<file path="config.mk">
export PLATFORM = sky130hd
export DESIGN_NAME = id_rom_matcher
export DESIGN_NICKNAME = d
export VERILOG_FILES = /design/src/rtl/id_rom_matcher.sv
export SDC_FILE = /design/constraint.sdc
export NUM_CORES = 1
export LEC_CHECK = 0
export ABC_AREA = 1
export CAP_MARGIN = 30
export CORE_MARGIN = 3
export CORE_UTILIZATION = 46
export DETAILED_ROUTE_END_ITERATION = 8
export GPL_TIMING_DRIVEN = 0
export PLACE_DENSITY = 0.85
export SYNTH_ARGS = -nofsm -noshare
export SYNTH_HDL_FRONTEND = slang
export SYNTH_SLANG_ARGS = --single-unit
</file>
<file path="constraint.sdc">
create_clock -name clk -period 2.45 [get_ports clk]
set_input_delay 0.735 -clock clk [delete_from_list [all_inputs] [get_ports clk]]
set_output_delay 0.735 -clock clk [all_outputs]
set_load 0.005 [all_outputs]
</file>
<file path="src/rtl/id_rom_matcher.sv">
// id_rom_matcher: sequential search of a registered ID ROM for a latched 10-digit BCD ID.
// Optional macro ID_BCD_CHECK_EN rejects non-BCD IDs without scanning; otherwise bad_id stays 0.
module id_rom_matcher #(
    parameter int N_ENTRIES = 5,
    parameter int ADDR_W    = 4,
    parameter int DATA_W    = 40
) (
    input  logic              clk,
    input  logic              rst,
    input  logic              start,
    input  logic [DATA_W-1:0] id_in,
    output logic [ADDR_W-1:0] rom_addr,
    input  logic [DATA_W-1:0] rom_data,
    output logic              busy,
    output logic              done,
    output logic              match,
    output logic [ADDR_W-1:0] match_idx,
    output logic              bad_id
);
    typedef enum logic [1:0] {IDLE, FETCH, CMP, DONE} state_t;
    localparam logic [ADDR_W-1:0] LAST = ADDR_W'(N_ENTRIES - 1);
    state_t            state, state_n;
    logic [DATA_W-1:0] id_reg, id_reg_n;
    logic [ADDR_W-1:0] rom_addr_n, match_idx_n;
    logic              busy_n, done_n, match_n, bad_id_n, bcd_bad;
`ifdef ID_BCD_CHECK_EN
    always_comb begin
        bcd_bad = 1'b0;
        for (int i = 0; i < DATA_W / 4; i++)
            if (id_in[4*i +: 4] > 4'd9) bcd_bad = 1'b1;
    end
`else
    assign bcd_bad = 1'b0;
`endif
    always_ff @(posedge clk or posedge rst) begin
        if (rst) begin
            state     <= IDLE;
            id_reg    <= '0;
            rom_addr  <= '0;
            busy      <= 1'b0;
            done      <= 1'b0;
            match     <= 1'b0;
            match_idx <= '0;
            bad_id    <= 1'b0;
        end else begin
            state     <= state_n;
            id_reg    <= id_reg_n;
            rom_addr  <= rom_addr_n;
            busy      <= busy_n;
            done      <= done_n;
            match     <= match_n;
            match_idx <= match_idx_n;
            bad_id    <= bad_id_n;
        end
    end
    // done defaults low so every entry into DONE yields a single-cycle pulse
    always_comb begin
        state_n     = state;
        id_reg_n    = id_reg;
        rom_addr_n  = rom_addr;
        busy_n      = busy;
        done_n      = 1'b0;
        match_n     = match;
        match_idx_n = match_idx;
        bad_id_n    = bad_id;
        case (state)
            IDLE: if (start) begin
                id_reg_n    = id_in;
                rom_addr_n  = '0;
                match_n     = 1'b0;
                match_idx_n = '0;
                bad_id_n    = 1'b0;
                if (bcd_bad) begin
                    bad_id_n    = 1'b1;
                    match_idx_n = '1;
                    done_n      = 1'b1;
                    state_n     = DONE;
                end else begin
                    busy_n  = 1'b1;
                    state_n = FETCH;
                end
            end
            FETCH: state_n = CMP;
            CMP: begin
                if (rom_data == id_reg || rom_addr == LAST) begin
                    match_n     = rom_data == id_reg;
                    match_idx_n = rom_data == id_reg ? rom_addr : '1;
                    busy_n      = 1'b0;
                    done_n      = 1'b1;
                    state_n     = DONE;
                end else begin
                    rom_addr_n = rom_addr + 1'b1;
                    state_n    = FETCH;
                end
            end
            DONE: state_n = IDLE;
            default: state_n = IDLE;
        endcase
    end
endmodule

</file>
==> summary.md, run 1 <==
| Metric | Value |
|---|---|
| CP dominant cell by count | nand2_1 |
| Clk slew on worst S/H paths | 90 ps |
| Core ar. | 5740 um2 |
| Critical path's largest stage delay | 480 ps |
| Max Clk Rate | 474 MHz |
| Die width | 84.5 um |
| Worst rel slew slack | 60.5% |
| Number of hold buffers added after cts | 0 |
| ANT nets after route | 0 |
| Leakage | 0.00198 uW |
| Endpoints failing setup | 0 |
| Largest net degree at the start of global routing | 36 |
| Number of global-route vias before repair | 2553 |
| Result of the run | finished clean |
| Pwr dens | 849 nW/um2 |
| Worst slew pin tran | 592 ps |
| Synth warnings | 0 |
| Diode count | 0 |
| CP Data Required Time | 2690 ps |
| Initial core utilization | 49.3% |
| Total gr overflow | 0 |
| First-pass GRT wire length | 11.2 mm |
| Detailed placement HPWL | 5.18 mm |
| Pre-Repair DR Iteration Count | 6 |
| Vias post-DR | 2575 |
| Max H-tree Level | 2 |
| CTS sink cnt | 53 |
| Input/output buffers | 93 |
| Worst hold slack | 498 ps |
| Final Cell Area | 3960 um2 |
| Setup Buffers After CTS | 0 |
| Initial DRC count | 83 |
| CTS resizes | 0 |
| Clock latency on the worst-skew pair | 310 ps |
| Fillers | 481 |
| Hold crit path type | flip-flop to flip-flop |
| Initial antenna violation count | 0 |
| Final Hold Viols | 0 |
| Die H | 84.5 um |
| Max FO, Critical Path | 10 |
| WP data arrival | 2360 ps |
| Share of layout cells above drive strength 1 | 4.69% |
| CTS tree | yes |
| Crit path kind | input pin to flip-flop |
| Peak supply drop | 0.000398 V |
| Largest delay contributor family on the critical path | simple AND/OR/NAND/NOR gates |
| Final #Nets | 574 |
| DR DRC count | 0 |
| Rows | 27 |
| Sequential-to-total area share from yosys stat | 46.8% |
| CP endpoint kind | flip-flop |
| Post-synth EDFFs | 0 |
| Clock tree buffer depth | 2 |
| Final min period | 2110 ps |
| Crit share post-route | 86.2% |
| Number of flip-flops in the largest register | 40 |
| Critical-path top delay cell | clkdlybuf4s50_1 |
| DIE AREA | 7130 um2 |
| Bufs and invs on worst path | 3 |
| Count of cell types in the netlist | 21 |
| Final number of max-transition violations | 0 |
| Startpoint Class | input pin |
| Syn avg cell area | 7.30 um2 |
| Synth Instances | 388 |
| Layout Utilization | 68.9% |
| Synthesized area | 2830 um2 |
| Vias/cell | 4.58 |
| Root buf cell | clkbuf_8 |
| Setup repair after global routing missed its margin | false |
| GRT Total Usage | 19.5% |
| Post-DR wirelength/cell | 11.5 um |
| Top FF cell, synth | dfrtp_1 |
| Synthesis-stage register bit count | 53 |
| GPL Wtd Cong | 0.831 |
| WL final | 6.45 mm |
| Worst path cell trace | clkdlybuf4s50_1 -> inv_1 -> nand2_1 -> nand2_1 -> nor2_1 -> nand2_1 -> nor2_1 -> nand2_1 -> nor2_4 -> nand3_2 -> buf_6 -> nand3_4 -> nand2_1 -> nand2_1 |
| Synthesis-to-layout area growth | 39.8% |
| Num CTS Buffers | 5 |
| Synth Net Count | 473 |
| I/O Pins | 95 |
| Post-DP Area | 3870 um2 |
| Max Cap Viol | 0 |
| Worst Skew | 6.30 ps |
| Async S/R FF share, synth | 100% |
## metrics by stage
stage	cells	total power, uW	TNS [ps]	worst slack (ps)
after floorplan	388	2420	0	429
after global placement	553	2830	-28070	-532
after detailed placement	554	2920	0	17.2
after CTS	562	3400	0	338
after global routing	562	3690	0	118
final	562	3360	0	338
## synthesized netlist by cell type (2+ instances only)
master      n  area (um2)
nor2_4      2        22.5
o21ai_0    16        80.1
dfrtp_1    53        1330
xnor2_1    23         201
ha_1        2        25.0
buf_2       6        30.0
nor2_1     26        97.6
clkbuf_1    4        15.0
nand2_1   180         676
a21oi_1     2        10.0
nand3_1     7        35.0
nand4_1     9        56.3
inv_1      50         188
## metal layers
| layer | up-vias | track usage [%] | share of wire (%) | routed length, um |
|---|---|---|---|---|
| met3 | 8 | 5.20 | 6.4 | 413 |
| met1 | 1147 | 24.3 | 44 | 2850 |
| met4 | 0 | 5.76 | 1.6 | 103 |
| met5 | - | 0 | 0 | 0 |
| met2 | 65 | 33.2 | 48 | 3090 |
| li1 | 1355 | - | - | - |
## cell families after synthesis
family          Yosys count  share of synthesized area (%)
xor+xnor                 23                           7.11
buf+inv                  62                           8.88
other cells               1                          0.132
simple gates            228                           32.7
compound gates           19                           3.45
fa+ha+maj                 2                          0.884
flops                    53                           46.8
## worst min-delay path, delay by kind of cell, from the launching register on
kind / cells / cell delay [ps]
flops: 1 / 370
simple gates: 2 / 110
## path summary, 6_finish.rpt
path	start	end	slack, ps	cells after the start
min in group asynchronous	rst	id_reg[27]$_DFFE_PP0P_	730	2
min	id_reg[0]$_DFFE_PP0P_	id_reg[0]$_DFFE_PP0P_	500	2
max in group asynchronous	rst	rom_addr[2]$_DFFE_PP0P_	1190	3
max reg2reg	id_reg[20]$_DFFE_PP0P_	rom_addr[0]$_DFFE_PP0P_	830	10
max	rom_data[17]	rom_addr[0]$_DFFE_PP0P_	340	14
min reg2reg	id_reg[0]$_DFFE_PP0P_	id_reg[0]$_DFFE_PP0P_	500	2
## layout by cell type, fill, tap and decap left out, types with 2 or more instances in the layout
cell             instances
nor2_1                  26
xnor2_1                 23
clkbuf_1                 4
ha_1                     2
buf_2                    6
nand2_1                180
nand3_1                  7
nor2_4                   2
o21ai_0                 16
dfrtp_1                 53
nand4_1                  9
a21oi_1                  2
clkdlybuf4s50_1         93
clkinv_2                 2
inv_1                   49
clkbuf_8                 5
## final cells by class
cell class | instances | area [um2] | area share (%)
Multi-Input combinational cell | 273 | 1250 | 31.7
Buffer | 12 | 63.8 | 1.61
Timing Repair Buffer | 94 | 951 | 24.0
Sequential cell | 53 | 1330 | 33.5
Clock inverter | 3 | 17.5 | 0.442
Tap cell | 72 | 90.1 | 2.28
Inverter | 50 | 188 | 4.74
Clock buffer | 5 | 68.8 | 1.74
## where the power goes
| part | leakage (uW) | switching (uW) | internal [uW] | total, uW |
|---|---|---|---|---|
| clock | 0.0000439 | 287 | 198 | 485 |
| sequential | 0.000665 | 250 | 1250 | 1500 |
| combinational | 0.00128 | 730 | 651 | 1380 |
| total | 0.00198 | 1270 | 2100 | 3360 |
Note: power is estimated with default switching activity, not from simulation.
==> run 2: changes to the inputs <==
SLEW_MARGIN = 20   (was not set)
==> run 2 against run 1 <==
Core utilization increased by 0.26 points. Via count increased by 0.58%. Clock skew rose by 1.2 ps. Wire length is 0.22% lower. Combinational power about the same. Non-clock buffer count did not move. Power up 1.2%.
==> summary.md, run 2 (synthesis results as in run 1) <==
| Metric | Value |
|---|---|
| Post-Place Worst Slack | -4.32 ps |
| CP Data Required Time | 2690 ps |
| Die H | 84.5 um |
| WL final | 6.44 mm |
| Num CTS Buffers | 5 |
| Comb power frac | 40.5% |
| CTS tree | yes |
| Crit path kind | input pin to flip-flop |
| Sequential power share | 43.9% |
| Initial DRC count | 93 |
| Switch Pwr | 1250 uW |
| Vias/cell | 4.61 |
| Final #Nets | 574 |
| Commonest non-fill, non-tap cell in the layout | nand2_1 |
| Final Hold Viols | 0 |
| Fraction of power spent switching nets | 36.8% |
| Multi-input combinational cell area | 1250 um2 |
| Largest net degree at the start of global routing | 35 |
| Fillers | 490 |
| Post-DR wirelength/cell | 11.5 um |
| Clock Power Share | 15.6% |
| Root buf cell | clkbuf_8 |
| Internal power | 2150 uW |
| Result of the run | finished clean |
| Startpoint Class | input pin |
| Crit share post-route | 86.5% |
| Max H-tree Level | 2 |
| Share of layout cells above drive strength 1 | 4.69% |
| Worst hold slack | 489 ps |
| Sequential Area | 1330 um2 |
| Setup Buffers After CTS | 0 |
| Number of global-route vias before repair | 2541 |
| Max Clk Rate | 472 MHz |
| Clock latency on the worst-skew pair | 310 ps |
| CTS sink cnt | 53 |
| Core ar. | 5740 um2 |
| Rows | 27 |
| Max Cap Viol | 0 |
| CP endpoint kind | flip-flop |
| Final Cell Area | 3970 um2 |
| Final number of max-transition violations | 0 |
| Pwr dens | 857 nW/um2 |
| Clk slew on worst S/H paths | 90 ps |
| Detailed placement HPWL | 5.15 mm |
| PnR worst setup slack | 330 ps |
| DIE AREA | 7130 um2 |
| Worst rel slew slack | 59.6% |
| Number of hold buffers added after cts | 0 |
| I/O Pins | 95 |
| Endpoints failing setup | 0 |
| Worst Skew | 7.51 ps |
| Input/output buffers | 93 |
| Total gr overflow | 0 |
| Pre-Repair DR Iteration Count | 4 |
| Die width | 84.5 um |
| Vias post-DR | 2590 |
| Number of flip-flops in the largest register | 40 |
| Peak supply drop | 0.000394 V |
| First-pass GRT wire length | 11.2 mm |
| Final min period | 2120 ps |
| GRT Total Usage | 19.6% |
| Initial core utilization | 49.3% |
| Hold crit path type | flip-flop to flip-flop |
| ANT nets after route | 0 |
| Clock tree buffer depth | 2 |
| CTS resizes | 0 |
| Setup tns final | 0 ps |
| Worst slew pin tran | 605 ps |
| WP data arrival | 2360 ps |
| GPL Wtd Cong | 0.831 |
| Commonest cells after routing, fill and taps aside | nand2_1 (180), clkdlybuf4s50_1 (93), dfrtp_1 (53) |
| Initial antenna violation count | 0 |
| Post-DP Area | 3870 um2 |
| DR DRC count | 0 |
| Synthesis-to-layout area growth | 40.3% |
| Diode count | 0 |
| Setup repair after global routing missed its margin | false |
| Max FO, Critical Path | 10 |
| Leakage | 0.00199 uW |
| Design Power | 3400 uW |
run 2: routing by layer:
layer	global-route usage [%]	part of all wire, %	wire (um)	up-vias
met5	0	0	0	-
met1	24.9	44	2820	1152
met3	4.42	6.0	384	6
li1	-	-	-	1356
met4	5.90	1.3	85	0
met2	33.3	49	3150	76
run 2: final timing paths:
check | startpoint | to | slack (ps) | cells after the start
worst max-delay path | rom_data[17] | rom_addr[0]$_DFFE_PP0P_ | 330 | 14
worst min-delay path | busy$_DFFE_PP0P_ | busy$_DFFE_PP0P_ | 490 | 2
worst max register to register | id_reg[20]$_DFFE_PP0P_ | rom_addr[0]$_DFFE_PP0P_ | 820 | 10
worst min register to register | busy$_DFFE_PP0P_ | busy$_DFFE_PP0P_ | 490 | 2
max in group asynchronous | rst | rom_addr[2]$_DFFE_PP0P_ | 1190 | 3
min in group asynchronous | rst | id_reg[23]$_DFFE_PP0P_ | 740 | 2
run 2: cell type report:
cell class	count	area share, %
buffer	12	1.61
clock buffer	7	2.42
clock inverter	1	0.126
inverter	50	4.72
multi-input combinational	273	31.5
sequential	53	33.4
tap	72	2.27
timing repair buffer	94	23.9
run 2: worst max-delay path, cell delays in order:
cell	delay (ps)
clkdlybuf4s50_1	480
inv_1	40
nand2_1	50
nand2_1	50
nor2_1	90
nand2_1	90
nor2_1	110
nand2_1	100
nor2_4	150
nand3_2	120
buf_6	160
nand3_4	70
nand2_1	50
nand2_1	60
run 2: stage by stage:
| step | utilization [%] | cells |
|---|---|---|
| global placement | 67.1 | 553 |
| global route | 69.2 | 562 |
| CTS | 69.2 | 562 |
| floorplan | - | 388 |
| finish | 69.2 | 562 |
| detailed placement | 67.4 | 554 |
run 2: power groups by stage:
stage | Sequential (uW) | Clock [uW] | Combinational [uW]
after floorplan | 1460 | 0 | 959
after global placement | 1490 | 0 | 1340
after detailed placement | 1510 | 0 | 1400
after CTS | 1500 | 545 | 1400
after global routing | 1540 | 583 | 1610
final | 1490 | 530 | 1380
==> run 3: changes to the inputs <==
CTS_CLUSTER_DIAMETER = 150   (was not set)
==> results of run 3 <==
Final layout, timing and power as in run 2 (identical DEF).
